### src/rtl/pcl_cmd_parser_pkg.sv
// Shared constants, FSM state encoding and sizing helper for pcl_cmd_parser.
package pcl_cmd_pkg;

    localparam logic [7:0] CMD_WRITE = 8'h57;
    localparam logic [7:0] CMD_READ  = 8'h52;
    localparam logic [7:0] RSP_ACK   = 8'h06;
    localparam logic [7:0] RSP_NAK   = 8'h15;

    typedef enum logic [2:0] {
        ST_CMD,
        ST_ADDR,
        ST_DATA,
        ST_ISSUE,
        ST_WAIT,
        ST_RESP
    } pcl_state_e;

    function automatic int byte_cnt(input int bits);
        return (bits + 7) / 8;
    endfunction

endpackage

### src/rtl/pcl_cmd_parser_hsk4_rx.sv
// 4-phase receive slave: latches one byte per req/ack handshake and flags it
// to the parser for exactly one cycle.
module hsk4_rx (
    input  logic       clk,
    input  logic       rst_n,
    input  logic       en,
    input  logic       req,
    input  logic [7:0] data,
    output logic       ack,
    output logic       byte_vld,
    output logic [7:0] byte_data
);

    logic       ack_q, ack_d;
    logic       vld_q, vld_d;
    logic [7:0] data_q, data_d;

    always_comb begin
        ack_d  = ack_q;
        vld_d  = 1'b0;
        data_d = data_q;
        if (!ack_q) begin
            if (req && en) begin
                ack_d  = 1'b1;
                vld_d  = 1'b1;
                data_d = data;
            end
        end else if (!req) begin
            ack_d = 1'b0;
        end
    end

    always_ff @(posedge clk) begin
        if (!rst_n) begin
            ack_q  <= 1'b0;
            vld_q  <= 1'b0;
            data_q <= 8'h00;
        end else begin
            ack_q  <= ack_d;
            vld_q  <= vld_d;
            data_q <= data_d;
        end
    end

    assign ack       = ack_q;
    assign byte_vld  = vld_q;
    assign byte_data = data_q;

endmodule

### src/rtl/pcl_cmd_parser.sv
// Byte-stream to 3-wire transaction bridge. Optional inter-byte timeout is
// enabled by defining PCL_CMD_RX_TIMEOUT_EN.
module pcl_cmd_parser
    import pcl_cmd_pkg::*;
#(
    parameter int ADDR_BITS      = 8,
    parameter int DATA_BITS      = 16,
    parameter int TIMEOUT_CYCLES = 1000000
) (
    input  logic                 in_clk,
    input  logic                 in_rst_n,
    output logic                 out_rx_en,
    input  logic                 in_rx_hsk_req,
    output logic                 out_rx_hsk_ack,
    input  logic [7:0]           in_rx_data,
    output logic                 out_tx_hsk_req,
    input  logic                 in_tx_hsk_ack,
    output logic [7:0]           out_tx_data,
    output logic                 out_tw_start,
    output logic                 out_tw_rw,
    output logic [ADDR_BITS-1:0] out_tw_addr,
    output logic [DATA_BITS-1:0] out_tw_wdata,
    input  logic                 in_tw_busy,
    input  logic                 in_tw_done,
    input  logic [DATA_BITS-1:0] in_tw_rdata
);

    localparam int ADDR_BYTES = byte_cnt(ADDR_BITS);
    localparam int DATA_BYTES = byte_cnt(DATA_BITS);
    localparam int AW8        = ADDR_BYTES * 8;
    localparam int DW8        = DATA_BYTES * 8;
    localparam int MAX_BYTES  = (ADDR_BYTES > DATA_BYTES) ? ADDR_BYTES : DATA_BYTES;
    localparam int CNT_W      = $clog2(MAX_BYTES) + 1;

    logic       rx_byte_vld;
    logic [7:0] rx_byte;

    hsk4_rx u_rx (
        .clk       (in_clk),
        .rst_n     (in_rst_n),
        .en        (out_rx_en),
        .req       (in_rx_hsk_req),
        .data      (in_rx_data),
        .ack       (out_rx_hsk_ack),
        .byte_vld  (rx_byte_vld),
        .byte_data (rx_byte)
    );

    pcl_state_e       state_q, state_d;
    logic             rw_q, rw_d;
    logic [CNT_W-1:0] cnt_q, cnt_d;
    logic [CNT_W-1:0] left_q, left_d;
    logic [AW8-1:0]   addr_q, addr_d;
    logic [DW8-1:0]   wdata_q, wdata_d;
    logic [DW8-1:0]   resp_q, resp_d;
    logic [DW8-1:0]   rdata_ext;
    logic             tx_req_q, tx_req_d;
    logic [7:0]       tx_data_q, tx_data_d;
    logic             tx_phase_q, tx_phase_d;
    logic             start_q, start_d;
    logic             rx_en_q, rx_en_d;

    assign rdata_ext = DW8'(in_tw_rdata);

`ifdef PCL_CMD_RX_TIMEOUT_EN
    localparam int GAP_W = $clog2(TIMEOUT_CYCLES + 1);
    logic [GAP_W-1:0] gap_q, gap_d;
`else
    logic [31:0] unused_timeout;
    assign unused_timeout = 32'(TIMEOUT_CYCLES);
`endif

    always_comb begin
        state_d    = state_q;
        rw_d       = rw_q;
        cnt_d      = cnt_q;
        left_d     = left_q;
        addr_d     = addr_q;
        wdata_d    = wdata_q;
        resp_d     = resp_q;
        tx_req_d   = tx_req_q;
        tx_data_d  = tx_data_q;
        tx_phase_d = tx_phase_q;
        start_d    = 1'b0;

        case (state_q)
            ST_CMD: begin
                if (rx_byte_vld) begin
                    if (rx_byte == CMD_WRITE || rx_byte == CMD_READ) begin
                        state_d = ST_ADDR;
                        cnt_d   = '0;
                        rw_d    = (rx_byte == CMD_READ);
                    end else begin
                        state_d    = ST_RESP;
                        tx_req_d   = 1'b1;
                        tx_data_d  = RSP_NAK;
                        tx_phase_d = 1'b0;
                        left_d     = CNT_W'(1);
                    end
                end
            end
            ST_ADDR: begin
                if (rx_byte_vld) begin
                    addr_d = (addr_q << 8) | AW8'(rx_byte);
                    cnt_d  = cnt_q + 1'b1;
                    if (cnt_q == CNT_W'(ADDR_BYTES - 1)) begin
                        cnt_d   = '0;
                        state_d = rw_q ? ST_ISSUE : ST_DATA;
                    end
                end
            end
            ST_DATA: begin
                if (rx_byte_vld) begin
                    wdata_d = (wdata_q << 8) | DW8'(rx_byte);
                    cnt_d   = cnt_q + 1'b1;
                    if (cnt_q == CNT_W'(DATA_BYTES - 1)) begin
                        cnt_d   = '0;
                        state_d = ST_ISSUE;
                    end
                end
            end
            ST_ISSUE: begin
                // The host must have fully released the last byte before the bus goes.
                if (!in_tw_busy && !out_rx_hsk_ack) begin
                    start_d = 1'b1;
                    state_d = ST_WAIT;
                end
            end
            ST_WAIT: begin
                if (in_tw_done) begin
                    state_d    = ST_RESP;
                    tx_req_d   = 1'b1;
                    tx_phase_d = 1'b0;
                    if (rw_q) begin
                        tx_data_d = rdata_ext[DW8-1 -: 8];
                        resp_d    = rdata_ext << 8;
                        left_d    = CNT_W'(DATA_BYTES);
                    end else begin
                        tx_data_d = RSP_ACK;
                        left_d    = CNT_W'(1);
                    end
                end
            end
            ST_RESP: begin
                // phase 0: req up, waiting for ack; phase 1: req down, waiting for ack release
                if (!tx_phase_q) begin
                    if (in_tx_hsk_ack) begin
                        tx_req_d   = 1'b0;
                        tx_phase_d = 1'b1;
                    end
                end else if (!in_tx_hsk_ack) begin
                    if (left_q == CNT_W'(1)) begin
                        state_d    = ST_CMD;
                        tx_phase_d = 1'b0;
                    end else begin
                        tx_req_d   = 1'b1;
                        tx_phase_d = 1'b0;
                        tx_data_d  = resp_q[DW8-1 -: 8];
                        resp_d     = resp_q << 8;
                        left_d     = left_q - 1'b1;
                    end
                end
            end
            default: state_d = ST_CMD;
        endcase

`ifdef PCL_CMD_RX_TIMEOUT_EN
        gap_d = '0;
        if ((state_q == ST_ADDR || state_q == ST_DATA) && !rx_byte_vld) begin
            if (gap_q == GAP_W'(TIMEOUT_CYCLES)) begin
                state_d    = ST_RESP;
                cnt_d      = '0;
                tx_req_d   = 1'b1;
                tx_data_d  = RSP_NAK;
                tx_phase_d = 1'b0;
                left_d     = CNT_W'(1);
            end else begin
                gap_d = gap_q + 1'b1;
            end
        end
`endif

        rx_en_d = (state_d == ST_CMD) || (state_d == ST_ADDR) || (state_d == ST_DATA);
    end

    always_ff @(posedge in_clk) begin
        if (!in_rst_n) begin
            state_q    <= ST_CMD;
            rw_q       <= 1'b0;
            cnt_q      <= '0;
            left_q     <= '0;
            addr_q     <= '0;
            wdata_q    <= '0;
            resp_q     <= '0;
            tx_req_q   <= 1'b0;
            tx_data_q  <= 8'h00;
            tx_phase_q <= 1'b0;
            start_q    <= 1'b0;
            rx_en_q    <= 1'b0;
        end else begin
            state_q    <= state_d;
            rw_q       <= rw_d;
            cnt_q      <= cnt_d;
            left_q     <= left_d;
            addr_q     <= addr_d;
            wdata_q    <= wdata_d;
            resp_q     <= resp_d;
            tx_req_q   <= tx_req_d;
            tx_data_q  <= tx_data_d;
            tx_phase_q <= tx_phase_d;
            start_q    <= start_d;
            rx_en_q    <= rx_en_d;
        end
    end

`ifdef PCL_CMD_RX_TIMEOUT_EN
    always_ff @(posedge in_clk) begin
        if (!in_rst_n) gap_q <= '0;
        else           gap_q <= gap_d;
    end
`endif

    assign out_rx_en      = rx_en_q;
    assign out_tx_hsk_req = tx_req_q;
    assign out_tx_data    = tx_data_q;
    assign out_tw_start   = start_q;
    assign out_tw_rw      = rw_q;
    assign out_tw_addr    = addr_q[ADDR_BITS-1:0];
    assign out_tw_wdata   = wdata_q[DATA_BITS-1:0];

endmodule

### config.mk
export PLATFORM = sky130hd
export DESIGN_NAME = pcl_cmd_parser
export DESIGN_NICKNAME = d
export VERILOG_FILES = /design/src/rtl/pcl_cmd_parser_pkg.sv /design/src/rtl/pcl_cmd_parser_hsk4_rx.sv /design/src/rtl/pcl_cmd_parser.sv
export SDC_FILE = /design/constraint.sdc
export NUM_CORES = 1
export LEC_CHECK = 0
export BUFFER_PORTS_ARGS = -buffer_cell sky130_fd_sc_hd__buf_2
export CAP_MARGIN = 40
export CORE_ASPECT_RATIO = 1.4
export CORE_UTILIZATION = 53
export DETAILED_ROUTE_END_ITERATION = 12
export PLACE_DENSITY = 0.79
export SLEW_MARGIN = 15
export SYNTH_ARGS = -nofsm -noshare
export SYNTH_HDL_FRONTEND = slang
export SYNTH_SLANG_ARGS = --single-unit
### constraint.sdc
create_clock -name in_clk -period 2.02 [get_ports in_clk]
set_input_delay 0.202 -clock in_clk [delete_from_list [all_inputs] [get_ports in_clk]]
set_output_delay 0.202 -clock in_clk [all_outputs]
set_load 0.1 [all_outputs]
==> out/qor.txt, run 1 <==
OUTCOME
------------------------------------------------------------------------------------
Status                                                                  complete, no violations

PLACED DESIGN
------------------------------------------------------------------------------------
Global placement routability congestion                                       0.9133
Number of placed instances, taps included                                        441
Placed instance area                                                        3153 µm²
Input/output buffers                                                              66
Post-DP HPWL                                                                4.451 mm

PWR
------------------------------------------------------------------------------------
Share of total power in the clock network                                      0.422
Internal Power                                                              2.088 mW
Net switching share of the total power                                        0.2672
Sum of internal, switching and leakage power                                2.850 mW
Reported leakage power                                                      1.423 nW
Worst vdd ir                                                               0.5078 mV
Switching power summed over all nets                                        761.4 µW
Power density cells                                                     844.1 nW/µm²
Share of power burned in combinational logic                                   0.125
Sequential share of power                                                      0.453

CRITICAL PATH
------------------------------------------------------------------------------------
Worst setup path category                                               flop to flop
Worst r2r path cells                                                               7
Reg2Reg Setup Slack                                                          0.13 ns
Worst path required time                                                     2.23 ns
Cell at the slowest stage of the critical path                                or3b_4
Kind of cell adding the most delay to the critical path                 simple AND/OR/NAND/NOR gates
Crit path DAT                                                                2.11 ns
CP Capture Type                                                                 flop
Cell Chain, Critical Path                                               inv_1 -> ha_1 -> or3b_4 -> a221oi_2 -> buf_4 -> nand3_1 -> nor3b_2
Highest fanout seen on the critical path                                          10
Depth of the critical timing path with buffers and inverters included              7
CP peak stage delay                                                          0.43 ns
Buffers and inverters on the worst path                                            2
Startpoint types                                                                flop

STA
------------------------------------------------------------------------------------
Rel. slew slack                                                               0.5855
Final count of pins violating max slew                                             0
Final-report hold violation count                                                  0
Achievable Freq                                                           0.5282 GHz
Sum Neg Setup Slack                                                             0 ns
RSZ-0062 raised after global routing                                              no
Total of endpoints with negative setup slack in the final report                   0
Pin slew with the least headroom to its limit                              0.6175 ns
Minimum clock period after layout                                           1.893 ns
Share of the clock period used by the worst path after layout                 0.9372
Worst Skew                                                                0.01232 ns

DRT
------------------------------------------------------------------------------------
Wire length per cell                                                        13.46 µm
Antenna violation net count after detailed routing                                 0
Routed via count                                                               2,469
Vias per inst                                                                  5.403
Drc violations                                                                     0
First-pass iteration count of the detailed router                                  4
Iter 0 DRT Violations                                                            184
Detailed-route wire length                                                  6.152 mm

CTS
------------------------------------------------------------------------------------
Number of H-tree levels                                                            3
Gates resized, CTS repair                                                          0
Count of buffers added by post-CTS timing repair for setup                         0
Clock transition at the registers of the reported paths                      0.08 ns
Sink count of the clock tree                                                      62
Cell at the root of the clock tree                                          clkbuf_8
CTS Buf Count                                                                      9
Number of hold buffers added after CTS                                             0
CTS max path bufs                                                                  2
Clock latency of the later-clocked register in the worst-skew pair           0.35 ns
CTS tree                                                                        done

LOGIC SYNTHESIS
------------------------------------------------------------------------------------
Net count after synthesis                                                        355
Average size of a mapped cell                                              8.567 µm²
Yosys top cell by area                                                       dfxtp_1
Cells taking the most area after synthesis                              dfxtp_1 (45%), nand2_1 (9.3%), mux2i_1 (8.0%), a21oi_1 (6.7%), nor2_1 (3.3%)
Count of yosys warnings during synthesis                                           0
Seq/Total Area, Yosys                                                         0.4513
Synth cell types                                                                  46
Yosys top cell area share                                                     0.4513
#FFs+latches synth                                                                62
Area of the mapped netlist                                                  2750 µm²
Syn Inst Count                                                                   321

JOB
------------------------------------------------------------------------------------
Max-cap violations                                                                 0

LAYOUT
------------------------------------------------------------------------------------
Antenna diode count                                                                0
Layout Area Growth over Synthesis                                             22.75%
Number of nets in the layout                                                     422
Fin area                                                                    3376 µm²
Final std cells w/o fill                                                         457
Share of layout cells above drive strength 1                                  0.2672

FLOORPLANNING
------------------------------------------------------------------------------------
Row Count                                                                         30
Floorplan die area                                                          5485 µm²
Die extent in y                                                             87.23 µm
Starting density of the core                                                  0.5593
Die boundary width                                                          62.88 µm
Num ports                                                                         67
Area of the core                                                            4917 µm²

GRT
------------------------------------------------------------------------------------
GRT busiest layer                                                               met2
Maximum number of pins on one net before global-route repair                      49
Met3 usage                                                                   0.06675
Tot GR Track Use                                                              0.2400
Met2 Use GR                                                                   0.4389
Wire length of the first global-routing pass                                10.12 mm
Via count of the first global-routing pass                                     2,320
Remaining global-route overflow                                                    0
Antenna violations before repair                                                   0
Grt met1 use                                                                  0.2469

HOLD PATH
------------------------------------------------------------------------------------
Worst hold path cell count                                                         3
Worst hold-check path type                                              input pin to flop

[through the flow]
step,worst slack (ns),util,hold WS (ns)
after floorplan,0.04876,-,0.3459
after global placement,0.2255,0.6412,0.4335
after detailed placement,0.1445,0.6412,0.4430
after CTS,0.1254,0.6865,0.07608
after global routing,0.04237,0.6865,0.09659
final,0.1268,0.6865,0.08294
[area by class of cell]
class / count / area (µm²)
clock buffer: 10 / 137.6
clock inverter: 6 / 85.08
fill: 409 / 1541
inverter: 8 / 30.03
multi-input combinational: 230 / 1388
sequential: 62 / 1242
tap: 64 / 80.08
timing repair buffer: 77 / 412.9
[power by group through the flow]
stage	Sequential, mW	Clock, mW	Combinational (mW)
after CTS	1.29	1.22	0.358
after global routing	1.30	1.27	0.381
after detailed placement	1.32	0	0.357
final	1.29	1.20	0.356
after global placement	1.32	0	0.351
after floorplan	1.43	0	0.154
[cell usage in the layout, fill, tap and decap left out, types with 2 or more instances in the layout]
cell type / netlist / layout
nor3b_2: 5 / 5
buf_4: 2 / 11
buf_2: 4 / 66
nand2_1: 68 / 68
a31oi_1: 2 / 2
dfxtp_1: 62 / 61
a22oi_1: 6 / 6
and2_1: 2 / 2
o211a_1: 2 / 2
clkinvlp_4: 0 / 2
bufinv_16: 0 / 2
clkinv_2: 0 / 2
o21ai_0: 6 / 6
o211ai_1: 2 / 2
nand3_1: 6 / 6
mux2i_1: 22 / 22
a221oi_1: 2 / 2
ha_1: 4 / 4
clkbuf_8: 0 / 10
nor2b_1: 12 / 12
a21oi_1: 37 / 37
nor2_1: 24 / 24
o41ai_1: 2 / 2
a211oi_1: 2 / 2
inv_1: 8 / 8
nand2b_1: 4 / 4
[synth_stat cells, drive strengths merged]
| cell | number |
|---|---|
| nor4b | 1 |
| o21ba | 1 |
| nor4 | 1 |
| nand2b | 4 |
| nand2 | 68 |
| a311oi | 1 |
| nand3 | 6 |
| o41ai | 2 |
| clkbuf | 14 |
| a21oi | 37 |
| o21ai | 6 |
| a31oi | 2 |
| nor3 | 1 |
| or3b | 2 |
| o21a | 1 |
| dfxtp | 62 |
| nor2 | 24 |
| xnor2 | 1 |
| nand4b | 1 |
| o311ai | 1 |
| o2bb2ai | 1 |
| o211ai | 2 |
| nor3b | 5 |
| mux2i | 22 |
| inv | 8 |
| a221oi | 3 |
| ha | 4 |
| nand4 | 1 |
| and2 | 2 |
| o221ai | 1 |
| a41oi | 1 |
| nand3b | 1 |
| o211a | 2 |
| nor4bb | 1 |
| buf | 7 |
| a211oi | 3 |
| a22oi | 6 |
| and4bb | 1 |
| and3b | 2 |
| nor2b | 12 |
[layer usage]
layer  vias up  part of all wire
met5         -                 0
met4         0             0.021
met3        15             0.047
met2        67              0.52
met1      1150              0.41
li1       1237                 -
[cell families (layout without fill, tap and decap cells)]
| family | count (synthesis) | after routing | share of synthesized area |
|---|---|---|---|
| buf+inv | 29 | 101 | 0.04413 |
| simple gates | 133 | 133 | 0.2379 |
| xor+xnor | 1 | 1 | 0.003185 |
| compound gates | 70 | 70 | 0.1652 |
| mux | 22 | 22 | 0.08007 |
| flops | 62 | 62 | 0.4513 |
| fa+ha+maj | 4 | 4 | 0.01820 |
[final timing paths]
check,from,end
setup reg to reg,left_q[1],out_tx_data[3]
hold / removal,in_rx_data[6],u_rx.byte_data[6]
setup / recovery,left_q[1],out_tx_data[3]
hold reg to reg,out_tw_wdata[10],out_tw_wdata[10]
[worst register-to-register path: cells and delay by family, from the launching register on]
kind / cells / cell delay (ns)
AND/OR/NAND/NOR: 3 / 0.68
flip-flops: 1 / 0.33
adder cells (fa/ha/maj): 1 / 0.18
buffers and inverters: 2 / 0.26
AO/OA/AOI/OAI: 1 / 0.32
[flip-flops by register name (all words and copies together), names as in the netlist, 2 cells and up]
| name | cells |
|---|---|
| left_q | 2 |
| resp_q | 8 |
| out_tx_data | 8 |
| u_rx.byte_data | 8 |
| state_q | 3 |
| out_tw_addr | 8 |
| cnt_q | 2 |
| out_tw_wdata | 16 |
Power figures use the tool's default switching activity.
==> inputs of run 2 (changes only) <==
CELL_PAD_IN_SITES_DETAIL_PLACEMENT = 1   (was not set)
CELL_PAD_IN_SITES_GLOBAL_PLACEMENT = 1   (was not set)
CORE_UTILIZATION = 39   (was 53)
PLACE_DENSITY = not set   (was 0.79)
PLACE_DENSITY_LB_ADDON = 0.1   (was not set)
==> run 2 against run 1 <==
- utilization down 18 points
- critical path depth down 1
- final area up 1.1%
- sequential cell count unchanged
- fmax up 0.99%
- cell count up 6.1%
- critical path type unchanged
- first-iteration DRC count down 38%
- clock skew down 0.0029 ns
- largest cell class unchanged
- routed wire length up 13%
- global-route usage down 3.4 points
- non-clock buffer count up 2
==> out/qor.txt, run 2 (synthesized netlist as in run 1, its figures left out) <==
LAYOUT
-------------------------------------------------------------------------------------
Highest-count cells in the layout ignoring fill and taps                 nand2_1 (68), buf_2 (66), dfxtp_1 (61)
Layout Area Growth over Synthesis                                              24.11%
Most frequent standard cell in the layout excluding fill and tap cells        nand2_1
Multi-input gate area in the final layout                                    1388 µm²
Number of nets in the layout                                                      424
Fin area                                                                     3413 µm²
Area used by sequential logic in the layout                                  1242 µm²
Antenna diode count                                                                 0
Layout filler cell count                                                          847
Share of layout cells above drive strength 1                                   0.2672
Flip-flop count of the largest register after layout                               16

CTS
-------------------------------------------------------------------------------------
Cell at the root of the clock tree                                           clkbuf_8
Gates resized, CTS repair                                                           0
Sink count of the clock tree                                                       62
Clock transition at the registers of the reported paths                       0.07 ns
Clock latency of the later-clocked register in the worst-skew pair            0.34 ns
Number of H-tree levels                                                             3
CTS tree                                                                         done
CTS max path bufs                                                                   2
CTS Buf Count                                                                       9

DRT
-------------------------------------------------------------------------------------
Wire length per cell                                                         14.35 µm
Drc violations                                                                      0
Iter 0 DRT Violations                                                             115
First-pass iteration count of the detailed router                                   6
Routed via count                                                                2,501
Antenna violation net count after detailed routing                                  0
Detailed-route wire length                                                   6.961 mm
Vias per inst                                                                   5.157

CRITICAL PATH
-------------------------------------------------------------------------------------
Worst r2r path cells                                                                6
Buffers and inverters on the worst path                                             1
Cell at the slowest stage of the critical path                                 or3b_4
Startpoint types                                                                 flop
CP peak stage delay                                                           0.42 ns
Source of the critical timing path                                          left_q[1]
Reg2Reg Setup Slack                                                           0.15 ns
Crit Reg-Reg Endpoint                                                       left_q[0]
Depth of the critical timing path with buffers and inverters included               6
Kind of cell adding the most delay to the critical path                  simple AND/OR/NAND/NOR gates
Crit path DAT                                                                 2.09 ns
Cell Chain, Critical Path                                                inv_1 -> ha_1 -> or3b_4 -> a221oi_2 -> nand2_1 -> mux2i_1
Launch point of the worst reg-to-reg path                                   left_q[1]
Highest fanout seen on the critical path                                            6
CP Capture Type                                                                  flop
Worst path required time                                                      2.23 ns
End point of the critical path                                              left_q[0]
Worst setup path category                                                flop to flop

PLACED DESIGN
-------------------------------------------------------------------------------------
Placed instance area                                                         3203 µm²
Post-DP HPWL                                                                 5.119 mm
Input/output buffers                                                               66
Global placement routability congestion                                        0.7590

GRT
-------------------------------------------------------------------------------------
Remaining global-route overflow                                                     0
Antenna violations before repair                                                    0
Tot GR Track Use                                                               0.2057
Wire length of the first global-routing pass                                 11.57 mm
Via count of the first global-routing pass                                      2,501
Maximum number of pins on one net before global-route repair                       49

FLOORPLANNING
-------------------------------------------------------------------------------------
Die boundary width                                                           72.97 µm
Area of the core                                                             6700 µm²
Die extent in y                                                              101.4 µm
Num ports                                                                          67
Starting density of the core                                                   0.4105
Floorplan die area                                                           7396 µm²
Row Count                                                                          35

STA
-------------------------------------------------------------------------------------
Minimum clock period after layout                                            1.875 ns
Total of endpoints with negative setup slack in the final report                    0
Achievable Freq                                                            0.5334 GHz
RSZ-0062 raised after global routing                                              yes
Hold slack                                                                 0.09965 ns
Final count of pins violating max slew                                              0
Pin slew with the least headroom to its limit                               0.6633 ns
Sum Neg Setup Slack                                                              0 ns
Worst Skew                                                                0.009420 ns
Share of the clock period used by the worst path after layout                  0.9281
Final-report hold violation count                                                   0
Rel. slew slack                                                                0.5548

HOLD PATH
-------------------------------------------------------------------------------------
Worst hold-check path type                                               input pin to flop
Start point of the worst min-delay path                                  in_rx_data[6]

JOB
-------------------------------------------------------------------------------------
Max-cap violations                                                                  0

PWR
-------------------------------------------------------------------------------------
Power density cells                                                      828.9 nW/µm²
Net switching share of the total power                                         0.2654
Sequential share of power                                                       0.457
Internal Power                                                               2.078 mW
Sum of internal, switching and leakage power                                 2.829 mW
Share of total power in the clock network                                       0.416
Worst vdd ir                                                                0.3581 mV
Reported leakage power                                                       1.428 nW
Switching power summed over all nets                                         751.0 µW
Share of power burned in combinational logic                                    0.128

OUTCOME
-------------------------------------------------------------------------------------
Status                                                                   complete, no violations

run 2: cell types whose count changed in the layout (fill, tap and decap cells not counted):
cell,previous run,this run
clkinv_2,2,1
clkinvlp_4,2,1
buf_4,11,13
run 2: power by group through the flow:
| stage | clock network, mW | registers [mW] | logic, mW |
|---|---|---|---|
| finish | 1.18 | 1.29 | 0.361 |
| global route | 1.26 | 1.30 | 0.387 |
| CTS | 1.21 | 1.29 | 0.365 |
| detailed placement | 0 | 1.32 | 0.364 |
| global placement | 0 | 1.32 | 0.357 |
| floorplan | 0 | 1.43 | 0.154 |
run 2: layer usage:
layer | global-route usage | wire (µm)
met4 | 0.08446 | 142
met5 | 0 | 0
met1 | 0.2199 | 2916
met3 | 0.05572 | 237
met2 | 0.3767 | 3665
run 2: layout make-up:
class	count	share of cell area
well taps	92	0.03372
multi-input cells	230	0.4065
clock inverters	4	0.02126
flip-flops and latches	62	0.3640
repair buffers	79	0.1254
clock buffers	10	0.04032
inverters	8	0.008798
run 2: repair_timing:
action,CTS,global route
hold buffers,0,0
endpoints found under the setup margin,0,1
hold endpoints to repair,0,0
setup buffers,0,0
run 2: worst min path at each step:
stage | end | slack [ns] | cells after the start
2_1_floorplan | u_rx.byte_data[0] | 0.35 | 2
3_3_place_gp | out_tw_wdata[12] | 0.44 | 2
3_5_place_dp | out_tw_wdata[8] | 0.45 | 2
4_1_cts | u_rx.byte_data[6] | 0.09 | 3
5_1_grt | u_rx.byte_data[6] | 0.09 | 3
6_report | u_rx.byte_data[6] | 0.1 | 3
run 2: tightest hold or removal path: stages:
cell	delay [ns]
buf_2	0.08
mux2i_1	0.05
nor2_1	0.07
run 2: metrics by stage:
step                      instances    util  worst slack [ns]
after floorplan                 321       -           0.04876
after global placement          471  0.4781            0.2095
after detailed placement        471  0.4781            0.1470
after CTS                       485  0.5094            0.1283
after global routing            485  0.5094         -0.004522
final                           485  0.5094            0.1453
